## src/rtl/v2f_alu_arbiter_if.sv

```systemverilog
// v2f_alu_arbiter_if: requester-side and shared-unit-side signals of the
// v2f ALU arbiter. The "slave" modport is the arbiter's view; "master" is the
// surrounding environment (requesters plus the shared arithmetic unit).
interface v2f_alu_arbiter_if #(
  parameter int N_REQ = 4,
  parameter int WIDTH = 32,
  parameter int OP_W  = 4
);
  // requester request channel
  logic [N_REQ-1:0]       req_valid;
  logic [N_REQ-1:0]       req_ready;
  logic [N_REQ*OP_W-1:0]  req_op;
  logic [N_REQ*WIDTH-1:0] req_a;
  logic [N_REQ*WIDTH-1:0] req_b;

  // shared unit issue/result
  logic                   alu_valid;
  logic [OP_W-1:0]        alu_op;
  logic [WIDTH-1:0]       alu_a;
  logic [WIDTH-1:0]       alu_b;
  logic [WIDTH-1:0]       alu_y;

  // requester response channel
  logic [N_REQ-1:0]       rsp_valid;
  logic [WIDTH-1:0]       rsp_y;
  logic                   rsp_err;

  modport master (
    output req_valid, req_op, req_a, req_b, alu_y,
    input  req_ready, alu_valid, alu_op, alu_a, alu_b,
    input  rsp_valid, rsp_y, rsp_err
  );

  modport slave (
    input  req_valid, req_op, req_a, req_b, alu_y,
    output req_ready, alu_valid, alu_op, alu_a, alu_b,
    output rsp_valid, rsp_y, rsp_err
  );
endinterface

```

## src/rtl/v2f_alu_arbiter.sv

```systemverilog
// v2f_alu_arbiter: round-robin arbiter/sequencer time-sharing one v2f
// arithmetic unit of fixed latency LAT among N_REQ requesters. Issues at most
// one op per cycle, tracks requester IDs through the unit, and routes each
// result back as a one-hot pulse LAT+1 cycles after the handshake.
// Optional feature macro: V2F_ARB_DIV0_GUARD_EN (div/mod by zero is
// suppressed at the unit and answered with rsp_y=0, rsp_err=1).
module v2f_alu_arbiter #(
  parameter int N_REQ = 4,
  parameter int WIDTH = 32,
  parameter int OP_W  = 4,
  parameter int LAT   = 1
) (
  input logic             clk,
  input logic             rst_n,
  v2f_alu_arbiter_if.slave bus
);

  localparam int ID_W = (N_REQ > 1) ? $clog2(N_REQ) : 1;
  localparam logic [ID_W-1:0] LAST_ID = ID_W'(N_REQ - 1);
  localparam logic [OP_W-1:0] OP_DIV  = OP_W'(3);
  localparam logic [OP_W-1:0] OP_MOD  = OP_W'(4);

  // round-robin state and combinational grant
  logic [ID_W-1:0]  rr_ptr;
  logic             grant_any;
  logic [ID_W-1:0]  grant_id;
  logic [N_REQ-1:0] grant_vec;

  // operands of the granted requester
  logic [OP_W-1:0]  sel_op;
  logic [WIDTH-1:0] sel_a;
  logic [WIDTH-1:0] sel_b;
  logic             sel_div0;

  // issue register stage (aligned with alu_valid)
  logic             alu_valid_q;
  logic [OP_W-1:0]  alu_op_q;
  logic [WIDTH-1:0] alu_a_q;
  logic [WIDTH-1:0] alu_b_q;
  logic             iss_v;
  logic [ID_W-1:0]  iss_id;
  logic             iss_z;

  // ID tracking pipeline, LAT stages behind the issue stage
  logic             trk_v  [LAT];
  logic [ID_W-1:0]  trk_id [LAT];
  logic             trk_z  [LAT];

  // response path
  logic             out_v;
  logic [ID_W-1:0]  out_id;
  logic             out_z;
  logic [N_REQ-1:0] rsp_v_c;
  logic [WIDTH-1:0] rsp_y_c;
  logic [WIDTH-1:0] rsp_y_hold;
  logic             rsp_err_c;

  // First valid requester at or after rr_ptr, wrapping; nothing while in reset
  always_comb begin : arb_c
    int unsigned cand;
    cand      = 0;
    grant_any = 1'b0;
    grant_id  = '0;
    for (int unsigned k = 0; k < N_REQ; k++) begin
      cand = (32'(rr_ptr) + k) % N_REQ;
      if (!grant_any && bus.req_valid[cand]) begin
        grant_any = 1'b1;
        grant_id  = ID_W'(cand);
      end
    end
    if (!rst_n) begin
      grant_any = 1'b0;
    end
    grant_vec = '0;
    if (grant_any) begin
      grant_vec[grant_id] = 1'b1;
    end
  end

  assign bus.req_ready = grant_vec;

  // Mux out the granted requester's opcode/operands and flag divide-by-zero
  always_comb begin
    sel_op = bus.req_op[grant_id*OP_W +: OP_W];
    sel_a  = bus.req_a[grant_id*WIDTH +: WIDTH];
    sel_b  = bus.req_b[grant_id*WIDTH +: WIDTH];
`ifdef V2F_ARB_DIV0_GUARD_EN
    sel_div0 = ((sel_op == OP_DIV) || (sel_op == OP_MOD)) && (sel_b == '0);
`else
    sel_div0 = 1'b0;
`endif
  end

  // Pointer moves to one past the granted index; holds with no grant
  always_ff @(posedge clk or negedge rst_n) begin
    if (!rst_n) begin
      rr_ptr <= '0;
    end else if (grant_any) begin
      rr_ptr <= (grant_id == LAST_ID) ? '0 : grant_id + 1'b1;
    end
  end

  // Issue stage: capture the granted op; operand registers hold when idle
  always_ff @(posedge clk or negedge rst_n) begin
    if (!rst_n) begin
      alu_valid_q <= 1'b0;
      alu_op_q    <= '0;
      alu_a_q     <= '0;
      alu_b_q     <= '0;
      iss_v       <= 1'b0;
      iss_id      <= '0;
      iss_z       <= 1'b0;
    end else begin
      // a guarded div0 still occupies the slot (iss_v) but never strobes the unit
      alu_valid_q <= grant_any & ~sel_div0;
      iss_v       <= grant_any;
      iss_z       <= grant_any & sel_div0;
      if (grant_any) begin
        alu_op_q <= sel_op;
        alu_a_q  <= sel_a;
        alu_b_q  <= sel_b;
        iss_id   <= grant_id;
      end
    end
  end

  assign bus.alu_valid = alu_valid_q;
  assign bus.alu_op    = alu_op_q;
  assign bus.alu_a     = alu_a_q;
  assign bus.alu_b     = alu_b_q;

  // Carry {valid, id, div0} alongside the unit's LAT-cycle latency
  always_ff @(posedge clk or negedge rst_n) begin
    if (!rst_n) begin
      for (int unsigned k = 0; k < LAT; k++) begin
        trk_v[k]  <= 1'b0;
        trk_id[k] <= '0;
        trk_z[k]  <= 1'b0;
      end
    end else begin
      trk_v[0]  <= iss_v;
      trk_id[0] <= iss_id;
      trk_z[0]  <= iss_z;
      for (int unsigned k = 1; k < LAT; k++) begin
        trk_v[k]  <= trk_v[k-1];
        trk_id[k] <= trk_id[k-1];
        trk_z[k]  <= trk_z[k-1];
      end
    end
  end

  assign out_v  = trk_v[LAT-1];
  assign out_id = trk_id[LAT-1];
  assign out_z  = trk_z[LAT-1];

  // Response is combinational from the last tracking stage so alu_y is
  // forwarded in the same cycle it is valid; rsp_y otherwise shows the
  // last delivered value from rsp_y_hold.
  always_comb begin
    rsp_v_c = '0;
    if (out_v) begin
      rsp_v_c[out_id] = 1'b1;
    end
    if (out_v) begin
      rsp_y_c = out_z ? '0 : bus.alu_y;
    end else begin
      rsp_y_c = rsp_y_hold;
    end
`ifdef V2F_ARB_DIV0_GUARD_EN
    rsp_err_c = out_v & out_z;
`else
    rsp_err_c = 1'b0;
`endif
  end

  // Remember the last delivered result for the idle-hold behaviour
  always_ff @(posedge clk or negedge rst_n) begin
    if (!rst_n) begin
      rsp_y_hold <= '0;
    end else if (out_v) begin
      rsp_y_hold <= rsp_y_c;
    end
  end

  assign bus.rsp_valid = rsp_v_c;
  assign bus.rsp_y     = rsp_y_c;
  assign bus.rsp_err   = rsp_err_c;

endmodule

```

## src/flat_wrapper.sv

```systemverilog
// flat-port wrapper written by rule: the top's interface ports become plain ports
module v2f_alu_arbiter_flat 
#(
  parameter int N_REQ = 4,
  parameter int WIDTH = 32,
  parameter int OP_W  = 4,
  parameter int LAT   = 1
)
  (clk, rst_n, bus_req_valid, bus_req_op, bus_req_a, bus_req_b, bus_alu_y, bus_req_ready, bus_alu_valid, bus_alu_op, bus_alu_a, bus_alu_b, bus_rsp_valid, bus_rsp_y, bus_rsp_err);
  v2f_alu_arbiter_if #(.N_REQ(N_REQ), .WIDTH(WIDTH), .OP_W(OP_W)) bus_i ();
  input logic clk;
  input logic rst_n;
  input wire logic [$bits(bus_i.req_valid)-1:0] bus_req_valid;
  input wire logic [$bits(bus_i.req_op)-1:0] bus_req_op;
  input wire logic [$bits(bus_i.req_a)-1:0] bus_req_a;
  input wire logic [$bits(bus_i.req_b)-1:0] bus_req_b;
  input wire logic [$bits(bus_i.alu_y)-1:0] bus_alu_y;
  output wire logic [$bits(bus_i.req_ready)-1:0] bus_req_ready;
  output wire logic [$bits(bus_i.alu_valid)-1:0] bus_alu_valid;
  output wire logic [$bits(bus_i.alu_op)-1:0] bus_alu_op;
  output wire logic [$bits(bus_i.alu_a)-1:0] bus_alu_a;
  output wire logic [$bits(bus_i.alu_b)-1:0] bus_alu_b;
  output wire logic [$bits(bus_i.rsp_valid)-1:0] bus_rsp_valid;
  output wire logic [$bits(bus_i.rsp_y)-1:0] bus_rsp_y;
  output wire logic [$bits(bus_i.rsp_err)-1:0] bus_rsp_err;
  assign bus_i.req_valid = bus_req_valid;
  assign bus_i.req_op = bus_req_op;
  assign bus_i.req_a = bus_req_a;
  assign bus_i.req_b = bus_req_b;
  assign bus_i.alu_y = bus_alu_y;
  assign bus_req_ready = bus_i.req_ready;
  assign bus_alu_valid = bus_i.alu_valid;
  assign bus_alu_op = bus_i.alu_op;
  assign bus_alu_a = bus_i.alu_a;
  assign bus_alu_b = bus_i.alu_b;
  assign bus_rsp_valid = bus_i.rsp_valid;
  assign bus_rsp_y = bus_i.rsp_y;
  assign bus_rsp_err = bus_i.rsp_err;
  v2f_alu_arbiter #(.N_REQ(N_REQ), .WIDTH(WIDTH), .OP_W(OP_W), .LAT(LAT)) u_core (.clk(clk), .rst_n(rst_n), .bus(bus_i));
endmodule
```

## config.mk

```make
export PLATFORM = sky130hd
export DESIGN_NAME = v2f_alu_arbiter_flat
export DESIGN_NICKNAME = d
export VERILOG_FILES = /design/src/rtl/v2f_alu_arbiter_if.sv /design/src/rtl/v2f_alu_arbiter.sv /design/src/flat_wrapper.sv
export SDC_FILE = /design/constraint.sdc
export NUM_CORES = 1
export LEC_CHECK = 0
export ABC_AREA = 1
export CAP_MARGIN = 20
export CORE_AREA = 2 2 163 165
export DETAILED_ROUTE_END_ITERATION = 6
export DIE_AREA = 0 0 165 167
export DONT_BUFFER_PORTS = 1
export PLACE_DENSITY_LB_ADDON = 0.2
export SYNTH_ARGS = -nofsm -noshare
export SYNTH_HDL_FRONTEND = slang
export SYNTH_SLANG_ARGS = --single-unit
```

## constraint.sdc

```tcl
create_clock -name clk -period 2.9 [get_ports clk]
set_clock_uncertainty 0.2 [all_clocks]
set_input_delay 0.58 -clock clk [delete_from_list [all_inputs] [get_ports clk]]
set_output_delay 0.58 -clock clk [all_outputs]
set_load 0.03 [all_outputs]
```

Word level (Yosys, flattened, before mapping)
Index checks and enable logic that the tools add are counted.
W data, S select, Z words.
- register bits after elaboration: 108
- bits of input ports: 310
- output and inout port bits: 110
- word-level logic and storage cells: 58
- add/subtract/negate cells: 4
- order comparisons: 8
- equal/unequal tests: 1
- shift operators: 3
- multiplexer cells: 25
- reduce and logical (&&, ||, !) cells: 8
- operators with widths (kind ; count):
    $shiftx A128 B8 Y32 ; 2
    $mux W32 ; 1
    $lt A2 B3 Y1 const B ; 6
    $shiftx A16 B5 Y4 ; 1
    $mux W1 ; 11
    $mux W2 ; 5
    $bmux W1 S2 ; 4
    $mux W4 ; 2
    $logic_and A1 B1 Y1 ; 5
    $add A2 B1 Y2 const B ; 2
    $add A2 B2 Y2 const B ; 2
    $demux W1 S2 ; 2
    $ge A2 B1 Y1 const B ; 2
    $logic_not A1 Y1 ; 3
    $eq A2 B2 Y1 const B ; 1

Longest topological paths before layout
- word-level depth: 17
- mapped depth: 16
- depth with buffers taken out: 13

Worst setup path after synthesis
OpenSTA, ideal clock, no wires.
- path type: input port to output port
- start point: input port bus_req_valid[3]
- end point: output port bus_req_ready[2]
- arrival time: 2241 ps
- data required time: 2120 ps
- path slack: -121 ps
- stages on the path: 11
- cell sequence: inv_1 nand2_1 nand3_1 nand2_1 nor2_2 nand3_2 nand3_2 buf_4 buf_4 inv_2 nor3_1
- longest elaborated chain between the ends: 17
- elaborated cells on any way between the ends: 29
- those cells by class: 2 x order compare; 20 x mux; 7 x reduce/logical
- ends and longest elaborated chain (what ; line ; RTL):
    start: declaration ; flat_wrapper.sv:13 ; input wire logic [$bits(bus_i.req_valid)-1:0] bus_req_valid;
    $bmux W1 S2 ; v2f_alu_arbiter.sv:66 ; if (!grant_any && bus.req_valid[cand]) begin
    $mux W1 (not written as such) ; v2f_alu_arbiter.sv:66 ;
    $mux W1 ; v2f_alu_arbiter.sv:66 ;
    $logic_not A1 Y1 ; v2f_alu_arbiter.sv:66 ;
    $logic_and A1 B1 Y1 ; v2f_alu_arbiter.sv:66 ;
    $mux W1 ; v2f_alu_arbiter.sv:66 ;
    $logic_not A1 Y1 ; v2f_alu_arbiter.sv:66 ;
    $logic_and A1 B1 Y1 ; v2f_alu_arbiter.sv:66 ;
    $mux W1 ; v2f_alu_arbiter.sv:66 ;
    $logic_not A1 Y1 ; v2f_alu_arbiter.sv:66 ;
    $logic_and A1 B1 Y1 ; v2f_alu_arbiter.sv:66 ;
    $mux W2 ; v2f_alu_arbiter.sv:66 ;
    $lt A2 B3 Y1 (not written as such) or $ge A2 B1 Y1 (tied branches) ; v2f_alu_arbiter.sv:76 ; grant_vec[grant_id] = 1'b1;
    $logic_and A1 B1 Y1 (not written as such) ; v2f_alu_arbiter.sv:76 ;
    $mux W1 (not written as such) ; v2f_alu_arbiter.sv:76 ;
    $demux W1 S2 ; - ;
    $mux W4 * ; v2f_alu_arbiter.sv:75 ; if (grant_any) begin
    end: declaration ; flat_wrapper.sv:18 ; output wire logic [$bits(bus_i.req_ready)-1:0] bus_req_ready;
Mark *: on every way between the ends. The rest lies on a longest branch, timed or not. The select of a mux whose other input is x is not followed.

Worst setup path in the final report
- start point: register u_core.rr_ptr[0]
- end point: output port bus_req_ready[0]
- longest elaborated chain between the ends: 17
- elaborated cells on any way between the ends: 32
- those cells by class: 3 x add/sub; 2 x order compare; 20 x mux; 7 x reduce/logical
- ends and longest elaborated chain (what ; line ; RTL):
    start: declaration ; v2f_alu_arbiter.sv:24 ; logic [ID_W-1:0] rr_ptr;
    start signal: assignment ; v2f_alu_arbiter.sv:99 ; rr_ptr <= (grant_id == LAST_ID) ? '0 : grant_id + 1'b1;
    branches (longest 16 deep; another with $lt A2 B3 Y1) ; - ;
    $mux W4 * ; v2f_alu_arbiter.sv:75 ;
Every way passes the cells marked *. The select of a mux whose other input is x is not followed.

==> impl_metrics.csv <==
group,metric,value,unit
status,status,"finished, violations left",
status,violations,"hold timing",
run,maxCapViolCount,0,
timing,holdWs,-0.291,ns
global_routing,grt_util_met3,6.40,%
critical_path,worstPathRequired,2.12,ns
logic_synthesis,yosysTopAreaCellShare,38.6,%
routing,drc,0,
logic_synthesis,synth_mux_area_share,0,%
routing,routed_wl,28100,um
power_and_ir_drop,netSwitchingPower,8.41,mW
critical_path,endpoint_kind,"output port",
cells_and_area,drive_gt1_share,11.0,%
logic_synthesis,syn_nets,1341,
power_and_ir_drop,intPower,5.75,mW
critical_path,worstSetupStartpointType,"flip-flop",
place,port_buffers,0,
routing,vias_per_cell,5.36,
timing,relSlewSlack,58.9,%
logic_synthesis,synth.most_common_cell,"nand2_1",
die,initial_utilization,27.2,%
logic_synthesis,synth_area,7010,um^2
cells_and_area,fillerInstances,2865,
critical_path,worstSetupEndpoint,"bus_req_ready[0]",
logic_synthesis,synth_area_per_cell,6.81,um^2
place,hpwl,19600,um
routing,detail-route-antenna-nets,0,
logic_synthesis,synth_area_leaders,"dfrtp_1, nand2_1, nand3_1",
logic_synthesis,synthXorXnorAreaFrac,0,%
clock_network,path_clk_slew,0.09,ns
critical_path,ff2ff_path_depth,15,
place,dpl.cell_count,1301,
logic_synthesis,yosys.area_share.simple,52.1,%
global_routing,grt_pass1_wl,41700,um
clock_network,cts_sinks,108,
die,io_pins,420,
logic_synthesis,synth_cells,1030,
cells_and_area,area_growth,11.9,%
clock_network,cts_tree,"done",
logic_synthesis,yosys_warnings,0,
timing,worst_slew_pin_slew,0.616,ns
timing,rsz0062_at_grt,"yes",
routing,dr.pass1.iters,5,
critical_path,rrSetupSlack,0.19,ns
logic_synthesis,synthArstFlopShare,100,%
cells_and_area,seq_area,2710,um^2
logic_synthesis,synthDistinctLibCells,22,
logic_synthesis,yosysSeqAreaShare,38.6,%
clock_network,root_buffer,"clkbuf_16",
routing,wl_per_cell,21.1,um
timing,hold_viol,108,
logic_synthesis,synth_top_family_by_area,"simple AND/OR/NAND/NOR gates",
global_routing,grt_util_all_layers,19.8,%
routing,num_vias,7133,
cells_and_area,final_util,30.4,%
critical_path,cp.arrival,2.07,ns
global_routing,grtUsageMet1,24.5,%
power_and_ir_drop,comb_power_share,64.5,%
logic_synthesis,yosys-top-cells-count,"nand2_1, nand3_1, nand4_1, dfrtp_1, buf_2",
clock_network,clock_latency,0.36,ns
clock_network,htreeDepth,3,
power_and_ir_drop,power_density,1810,nW/um^2
place,place_congestion,0.820,
power_and_ir_drop,switching_share,59.4,%
power_and_ir_drop,seq_power_share,26.3,%
global_routing,grt_pass1_vias,6917,
timing,timing.final.crit_share,98.4,%
cells_and_area,fin_cells,1331,
logic_synthesis,synthFlopType,"dfrtp_1",
global_routing,gr-total-overflow,0,
logic_synthesis,synth-seq-cells,108,
critical_path,timing.rr.end,"u_core.bus.alu_a[17]",
power_and_ir_drop,power_frac_clock,9.2,%
die,die_h,167,um
die,row_count,59,
critical_path,startpoint,"u_core.rr_ptr[0]",
routing,drt-initial-drc-count,615,
clock_network,clockBufferDepth,2,
logic_synthesis,synth_edf_count,0,
cells_and_area,multi_input_area,3890,um^2
global_routing,antenna_found_initial,4,
timing,finalSetupViolCount,0,
die,die_w,165,um
logic_synthesis,synth_compound_area_share,0.303,%
critical_path,cp_max_fo,4,
power_and_ir_drop,leakage,3.86,nW
power_and_ir_drop,ir_drop,0.000920,V
place,post-place-ws,0.139,ns
global_routing,grt_max_degree,115,
die,fp.coreArea,25800,um^2
clock_network,numCtsBuffers,9,
critical_path,r2r_start,"u_core.rr_ptr[0]",
global_routing,grt_busiest_layer,"met2",
timing,setup_slack,0.0452,ns
timing,slew_viol_final,0,
hold_path,hold_class,"in2async",
cells_and_area,nets,1300,
timing,fin_crit,2.85,ns
die,fp.dieArea,27600,um^2
critical_path,setup.worst_path.class,"reg2out",
global_routing,use_met2,32.9,%
logic_synthesis,yosysTopAreaCell,"dfrtp_1",
timing,timing.fmax,350,MHz
logic_synthesis,synthAdderAreaFrac,0.178,%
registers in the layout, summed over array words and instances (netlist names):
register	cells
u_core.iss_id	2
u_core.bus.alu_op	4
u_core.out_id	2
u_core.out_v	1
u_core.rr_ptr	2
u_core.bus.alu_a	32
u_core.bus.alu_valid	1
u_core.rsp_y_hold	32
u_core.bus.alu_b	32
repair_timing:
item / in CTS / in global routing
buffers inserted: 8 / 4
endpoints found under the setup margin: 4 / 14
pin swaps: 12 / 14
resized for setup: 26 / 27
hold endpoints to repair: 108 / 108
routing by layer:
layer  up-vias  share of wire [%]
met3        29                9.6
met1      3339                 40
met4         4                1.7
li1       3414                  -
met2       347                 48
met5         -              0.093
metrics by stage:
step | area (um^2) | TNS [ns] | power [mW]
floorplan | 7020 | 0 | 10.3
global placement | 7250 | 0 | 12.4
detailed placement | 7250 | 0 | 12.5
CTS | 7720 | 0 | 14.1
global route | 7840 | -0.112 | 15.5
finish | 7840 | 0 | 14.2
cell families after synthesis:
family,Yosys count
fa+ha+maj,1
simple gates,802
compound gates,4
other cells,1
buf+inv,114
flops,108
cell usage in the layout (no fill, tap or decap), drive strengths merged:
| cell | synthesis | layout |
|---|---|---|
| a31oi | 1 | 1 |
| buf | 86 | 46 |
| clkbuf | 12 | 9 |
| clkinv | 1 | 7 |
| conb | 1 | 1 |
| dfrtp | 108 | 108 |
| diode | 0 | 2 |
| ha | 1 | 1 |
| inv | 15 | 16 |
| nand2 | 440 | 440 |
| nand3 | 214 | 214 |
| nand4 | 136 | 136 |
| nor2 | 7 | 7 |
| nor3 | 5 | 5 |
| o21ai | 3 | 3 |
power by group through the flow:
stage / Combinational, mW / Sequential (mW) / Clock (mW)
floorplan: 6.83 / 3.51 / 0
global placement: 8.62 / 3.77 / 0
detailed placement: 8.70 / 3.76 / 0
CTS: 9.02 / 3.73 / 1.37
global route: 10.3 / 3.81 / 1.42
finish: 9.13 / 3.73 / 1.30
cell type report:
type,count,area share [%]
well taps,335,5.34
inverters,16,0.893
diodes,2,0.0638
flip-flops and latches,108,34.5
repair buffers,46,5.65
clock inverters,7,1.07
multi-input cells,808,49.6
clock buffers,9,2.87
worst max-delay path, cell delays in order, from the launching register on:
cell	delay [ns]
dfrtp_2	0.45
buf_6	0.14
nand2_1	0.09
nand3_2	0.14
nand2_2	0.14
inv_2	0.07
nand2_2	0.08
nand2_4	0.06
nand3_4	0.09
buf_6	0.12
nand2_2	0.07
nor2_1	0.11
buf_4	0.17
worst min path at each step:
stage	endpoint	startpoint	slack (ns)
floorplan	u_core.bus.alu_a[0]	rst_n	0.08
global placement	u_core.bus.alu_a[31]	rst_n	0.09
detailed placement	u_core.bus.alu_a[31]	rst_n	0.09
CTS	u_core.rr_ptr[0]	rst_n	-0.32
global route	u_core.bus.alu_a[19]	rst_n	-0.32
finish	u_core.bus.alu_a[31]	rst_n	-0.29
Power figures use the tool's default switching activity.
==> edit 1, RTL diff (config.mk and constraints unchanged) <==
`OP_W` is set to 4 in 3 places; all go to 6.
--- a/src/rtl/v2f_alu_arbiter_if.sv
+++ b/src/rtl/v2f_alu_arbiter_if.sv
@@ -5,5 +5,5 @@
   parameter int N_REQ = 4,
   parameter int WIDTH = 32,
-  parameter int OP_W  = 4
+  parameter int OP_W  = 6
 );
   // requester request channel
--- a/src/rtl/v2f_alu_arbiter.sv
+++ b/src/rtl/v2f_alu_arbiter.sv
@@ -8,5 +8,5 @@
   parameter int N_REQ = 4,
   parameter int WIDTH = 32,
-  parameter int OP_W  = 4,
+  parameter int OP_W  = 6,
   parameter int LAT   = 1
 ) (
--- a/src/flat_wrapper.sv
+++ b/src/flat_wrapper.sv
@@ -4,5 +4,5 @@
   parameter int N_REQ = 4,
   parameter int WIDTH = 32,
-  parameter int OP_W  = 4,
+  parameter int OP_W  = 6,
   parameter int LAT   = 1
 )
Ports: changed (resized bus_alu_op and bus_req_op); port bits go from 420 to 430. The function was not compared with the original's and may differ.
==> edit 1 against the unedited design <==
The flow finishes with violations (hold timing, setup timing). Sequential share of layout area down 2.4 points. Die area did not move. Sequential cell count is 2 higher. Synthesized area increased by 9.4%. Total power shrank 4.6%. Combinational power fell by 8.3%. Critical path depth is 2 higher. Via count grew 3.7%. Non-clock buffer count is 5 higher. Worst setup slack worse by 0.046 ns. Clock power about the same. Cell count grew 15%. Wire length is 2.9% lower. Design area up 9.6%. Largest power group unchanged.
==> edit 1: results (changes against the unedited design) <==
Drt
  • Avg Vias per Cell: 4.85 (-9.5%)
  • DRT met1 WL: 10900 um (-3.5%)
  • Final wirelength: 27300 um (-2.9%)
  • Metal3 WL: 2360 um (-13%)
  • Highest metal used: met4
  • First-pass DRT Iterations: 4 (-1)

Pwr
  • Switch share: 57.4% (-2.0 points)
  • Leakage: 4.95 nW (+28%)

Yosys
  • Fraction of the yosys area taken by sequential cells: 35.9% (-2.7 points)
  • Post-Syn Area: 7670 sq um (+9.4%)
  • Largest cells by area after synthesis: dfrtp_1, nand2_1, inv_1
  • Post-Synthesis Cells: 1201 (+17%)

Clocking
  • Post-CTS sizing: 25 (-3.8%)
  • # Post-CTS Setup Buffers: 10 (+2)

Finish
  • Non-clk buf share: 5.85% (+0.21 points)
  • Footprint of the multi-input gates: 3760 sq um (-3.3%)
  • Antenna diodes: 1 (-1)

Critical path
  • Reg2reg end: u_core.bus.alu_a[0]
  • Critical path arrival: 2.12 ns (+0.05 ns)
  • Max incr delay on CP: 0.48 ns (+0.03 ns)
  • Setup crit end: bus_req_ready[3]

Place
  • Placer congestion estimate: 0.878 (+7.2%)
  • DP Wirelength: 20000 um (+2.0%)
  • DP Area: 8010 sq um (+10%)
  • Place WS: 0.205 ns (+0.0658 ns)

STA
  • Final hold vios: 110 (+1.9%)
  • Hold_ws: -0.290 ns (+0.000798 ns)
  • Final setup viols: 1 (+1)
  • Post-route setup TNS: -0.000497 ns (-0.000497 ns)
  • Final WS setup: -0.000497 ns (-0.0457 ns)

GRT
  • First-pass GRT wire length: 40100 um (-3.9%)

Status
  • Status: complete, but fails checks
  • Failing checks: hold timing, setup timing
edit 1: cell count changes in the layout (fill, tap and decap cells not counted), moves of 4 or more:
cell      before  now
buf_4         34   40
buf_6          6    2
inv_1          7  214
nand2_1      419  460
nand2_4        6    1
nand3_1      205  142
nand4_1      136   66
o211ai_1       0   37
or2_1          0   29
or2_2          0    5
edit 1: power by group through the flow:
stage	Clock [mW]	Combinational [mW]	Sequential, mW
floorplan	0	6.30	3.58
global placement	0	7.86	3.89
detailed placement	0	7.92	3.87
CTS	1.35	8.28	3.85
global route	1.42	9.46	3.92
finish	1.30	8.37	3.83
edit 1: cells by family after synthesis:
logic type,after synthesis,share of synthesized area [%]
AND/OR/NAND/NOR,746,43.2
adder cells (fa/ha/maj),1,0.163
buffers and inverters,303,16.9
other,1,0.0489
flip-flops,110,35.9
AO/OA/AOI/OAI,40,3.83
edit 1: per-layer routing:
layer,track usage [%],vias to the layer above
li1,-,3659
met1,22.5,3386
met2,32.8,327
met3,5.90,28
met4,5.41,0
met5,0,-
==> edit 2, RTL diff (same settings) <==
Made on the original files. Reset style: synchronous (`rst_n`), changed in 4 clocked blocks.
--- a/src/rtl/v2f_alu_arbiter.sv
+++ b/src/rtl/v2f_alu_arbiter.sv
@@ -93,5 +93,5 @@
 
   // Pointer moves to one past the granted index; holds with no grant
-  always_ff @(posedge clk or negedge rst_n) begin
+  always_ff @(posedge clk) begin
     if (!rst_n) begin
       rr_ptr <= '0;
@@ -102,5 +102,5 @@
 
   // Issue stage: capture the granted op; operand registers hold when idle
-  always_ff @(posedge clk or negedge rst_n) begin
+  always_ff @(posedge clk) begin
     if (!rst_n) begin
       alu_valid_q <= 1'b0;
@@ -131,5 +131,5 @@
 
   // Carry {valid, id, div0} alongside the unit's LAT-cycle latency
-  always_ff @(posedge clk or negedge rst_n) begin
+  always_ff @(posedge clk) begin
     if (!rst_n) begin
       for (int unsigned k = 0; k < LAT; k++) begin
@@ -175,5 +175,5 @@
 
   // Remember the last delivered result for the idle-hold behaviour
-  always_ff @(posedge clk or negedge rst_n) begin
+  always_ff @(posedge clk) begin
     if (!rst_n) begin
       rsp_y_hold <= '0;
Formal check against the unedited RTL: differs if rst_n is asserted again (counterexample within 4 cycles, from zero or initial values and one cycle with rst_n low); with rst_n held inactive, the same outputs for 4 cycles.
==> edit 2 against the unedited design <==
Wire length is 5.6% lower. Cell count increased by 25%. Non-clock buffer count shrank 14. Worst setup slack better by 0.021 ns. Die area is the same. Design area increased by 5.8%. Sequential cell count unchanged. Synthesized area is 7.4% higher. Total power decreased by 21%. Critical endpoint is now bus_req_ready[3].
==> edit 2: results (changes against the unedited design) <==
Yosys
  • Post-synth ARST share: 0% (-100 points)
  • Warnings from Yosys: 0 (unchanged)
  • Synthesized area per cell: 5.51 sq um (-19%)
  • Synth cell count leaders: nand2_1, inv_1, nand3_1
  • Top FF cell, synth: dfxtp_1
  • Fraction of the yosys area taken by sequential cells: 28.7% (-9.8 points)
  • Complex-gate fraction of the synthesized area: 2.56% (+2.3 points)
  • Syn Nets: 1679 (+25%)
  • Synthesized-area fraction occupied by adder cells: 0.166% (-0.012 points)
  • Largest cells by area after synthesis: dfxtp_1, nand2_1, nand3_1

Finish
  • Layout cells sized above 1: 7.29% (-3.7 points)
  • Fill cells: 2980 (+4.0%)

Place
  • Placer congestion estimate: 0.869 (+6.0%)
  • Number of placed instances with taps included: 1644 (+26%)
  • DP Wirelength: 19000 um (-2.9%)

Drt
  • First-pass DRT Iterations: 4 (-1)
  • Final wirelength: 26500 um (-5.6%)
  • Via count: 7783 (+9.1%)
  • 1st-iter DRT viols: 372 (-40%)
  • Avg Vias per Cell: 4.67 (-13%)

Pwr
  • Maximum VDD drop: 1.04 mV (+13%)
  • Leakage: 5.04 nW (+31%)
  • Clock group share of total power: 11.8% (+2.6 points)
  • P_int: 4.78 mW (-17%)

Worst hold path
  • Worst min-delay path class: in2reg

GRT
  • Initial antenna violation count: 1 (-3)
  • First-pass GRT wire length: 38700 um (-7.2%)
  • Vias in the first global route: 6949 (+0.46%)
  • Largest net degree at the start of global routing: 137 (+19%)
  • Total Routing Usage GR: 17.9% (-1.9 points)

Critical path
  • Max incr delay on CP: 0.40 ns (-0.05 ns)
  • Worst path slowest cell: dfxtp_4
  • Crit path max fanout: 6 (+2)
  • CP top delay family: simple AND/OR/NAND/NOR gates
  • Critical path arrival: 2.05 ns (-0.02 ns)

STA
  • Hold_ws: 0.120 ns (+0.412 ns)
  • Worst slew pin tran: 0.796 ns (+0.180 ns)

Status
  • Status: complete, no violations
edit 2: cell types whose count changed after synthesis, moves of 56 or more:
cell and change:
nand2_1 +107, nand4_1 -135, inv_1 +277, dfrtp_1 -108, dfxtp_1 +108, nand3_1 +56
edit 2: power groups by stage:
stage	sequential (mW)	combinational, mW	clock [mW]
2_1_floorplan	2.93	5.32	0
3_3_place_gp	3.11	6.61	0
3_5_place_dp	3.11	6.67	0
4_1_cts	3.08	6.73	1.39
5_1_grt	3.14	7.79	1.44
6_report	3.08	6.83	1.32
edit 2: final timing paths:
check | cells after the start | end | start
worst max-delay path | 14 | bus_req_ready[3] | u_core.rr_ptr[1]
worst min-delay path | 2 | u_core.trk_v[0] | rst_n
worst min register to register | 2 | u_core.trk_id[0][0] | u_core.iss_id[0]
worst max register to register | 15 | u_core.bus.alu_a[24] | u_core.rr_ptr[1]
edit 2: repair_timing:
item,in CTS,in global routing
gates resized for setup,7,33
setup endpoints to repair,4,4
hold buffers,0,0
gates cloned,0,1
pin swaps,1,15
setup buffers,1,4
edit 2: metal layers:
layer / up-vias / global-route usage [%] / wire length (um)
met1: 3487 / 20.9 / 10800
met3: 27 / 5.75 / 2110
met5: - / 0 / 0
met4: 0 / 4.39 / 393
met2: 282 / 31.4 / 13200
li1: 3987 / - / -
edit 2: cell families (layout without fill, tap and decap cells):
logic type	count (synthesis)	in the layout
simple gates	844	844
buf+inv	376	339
flops	108	108
compound gates	38	38
fa+ha+maj	1	1
other cells	1	2
edit 2: through the flow:
step | setup TNS, ns | power (mW) | instance area, sq um | setup slack [ns]
detailed placement | 0 | 9.77 | 7800 | 0.266
floorplan | 0 | 8.25 | 7540 | 0.0802
global placement | 0 | 9.72 | 7800 | 0.262
global route | -0.0822 | 12.4 | 8290 | -0.0433
finish | 0 | 11.2 | 8290 | 0.0666
CTS | -0.000853 | 11.2 | 8150 | -0.000853
edit 2: cell type report:
type	instances	share of cell area (%)
well taps	335	5.05
clock buffers	9	2.72
clock inverters	7	1.13
flip-flops and latches	108	26.2
inverters	291	13.2
diodes	1	0.0302
multi-input cells	884	47.7
repair buffers	32	4.03
edit 2: worst register-to-register path, cell delays in order, from the launching register on:
cell and delay, ns:
dfxtp_4 0.40, inv_4 0.06, nand2_1 0.11, nand2_4 0.08, nand2_1 0.09, nand2_2 0.07, nor2_4 0.13, nand3_2 0.11
nand2_4 0.11, buf_4 0.13, buf_12 0.33, nand3_1 0.44, nand3_1 0.17, nand2_1 0.06, nand2_1 0.06, nand2_1 0.04
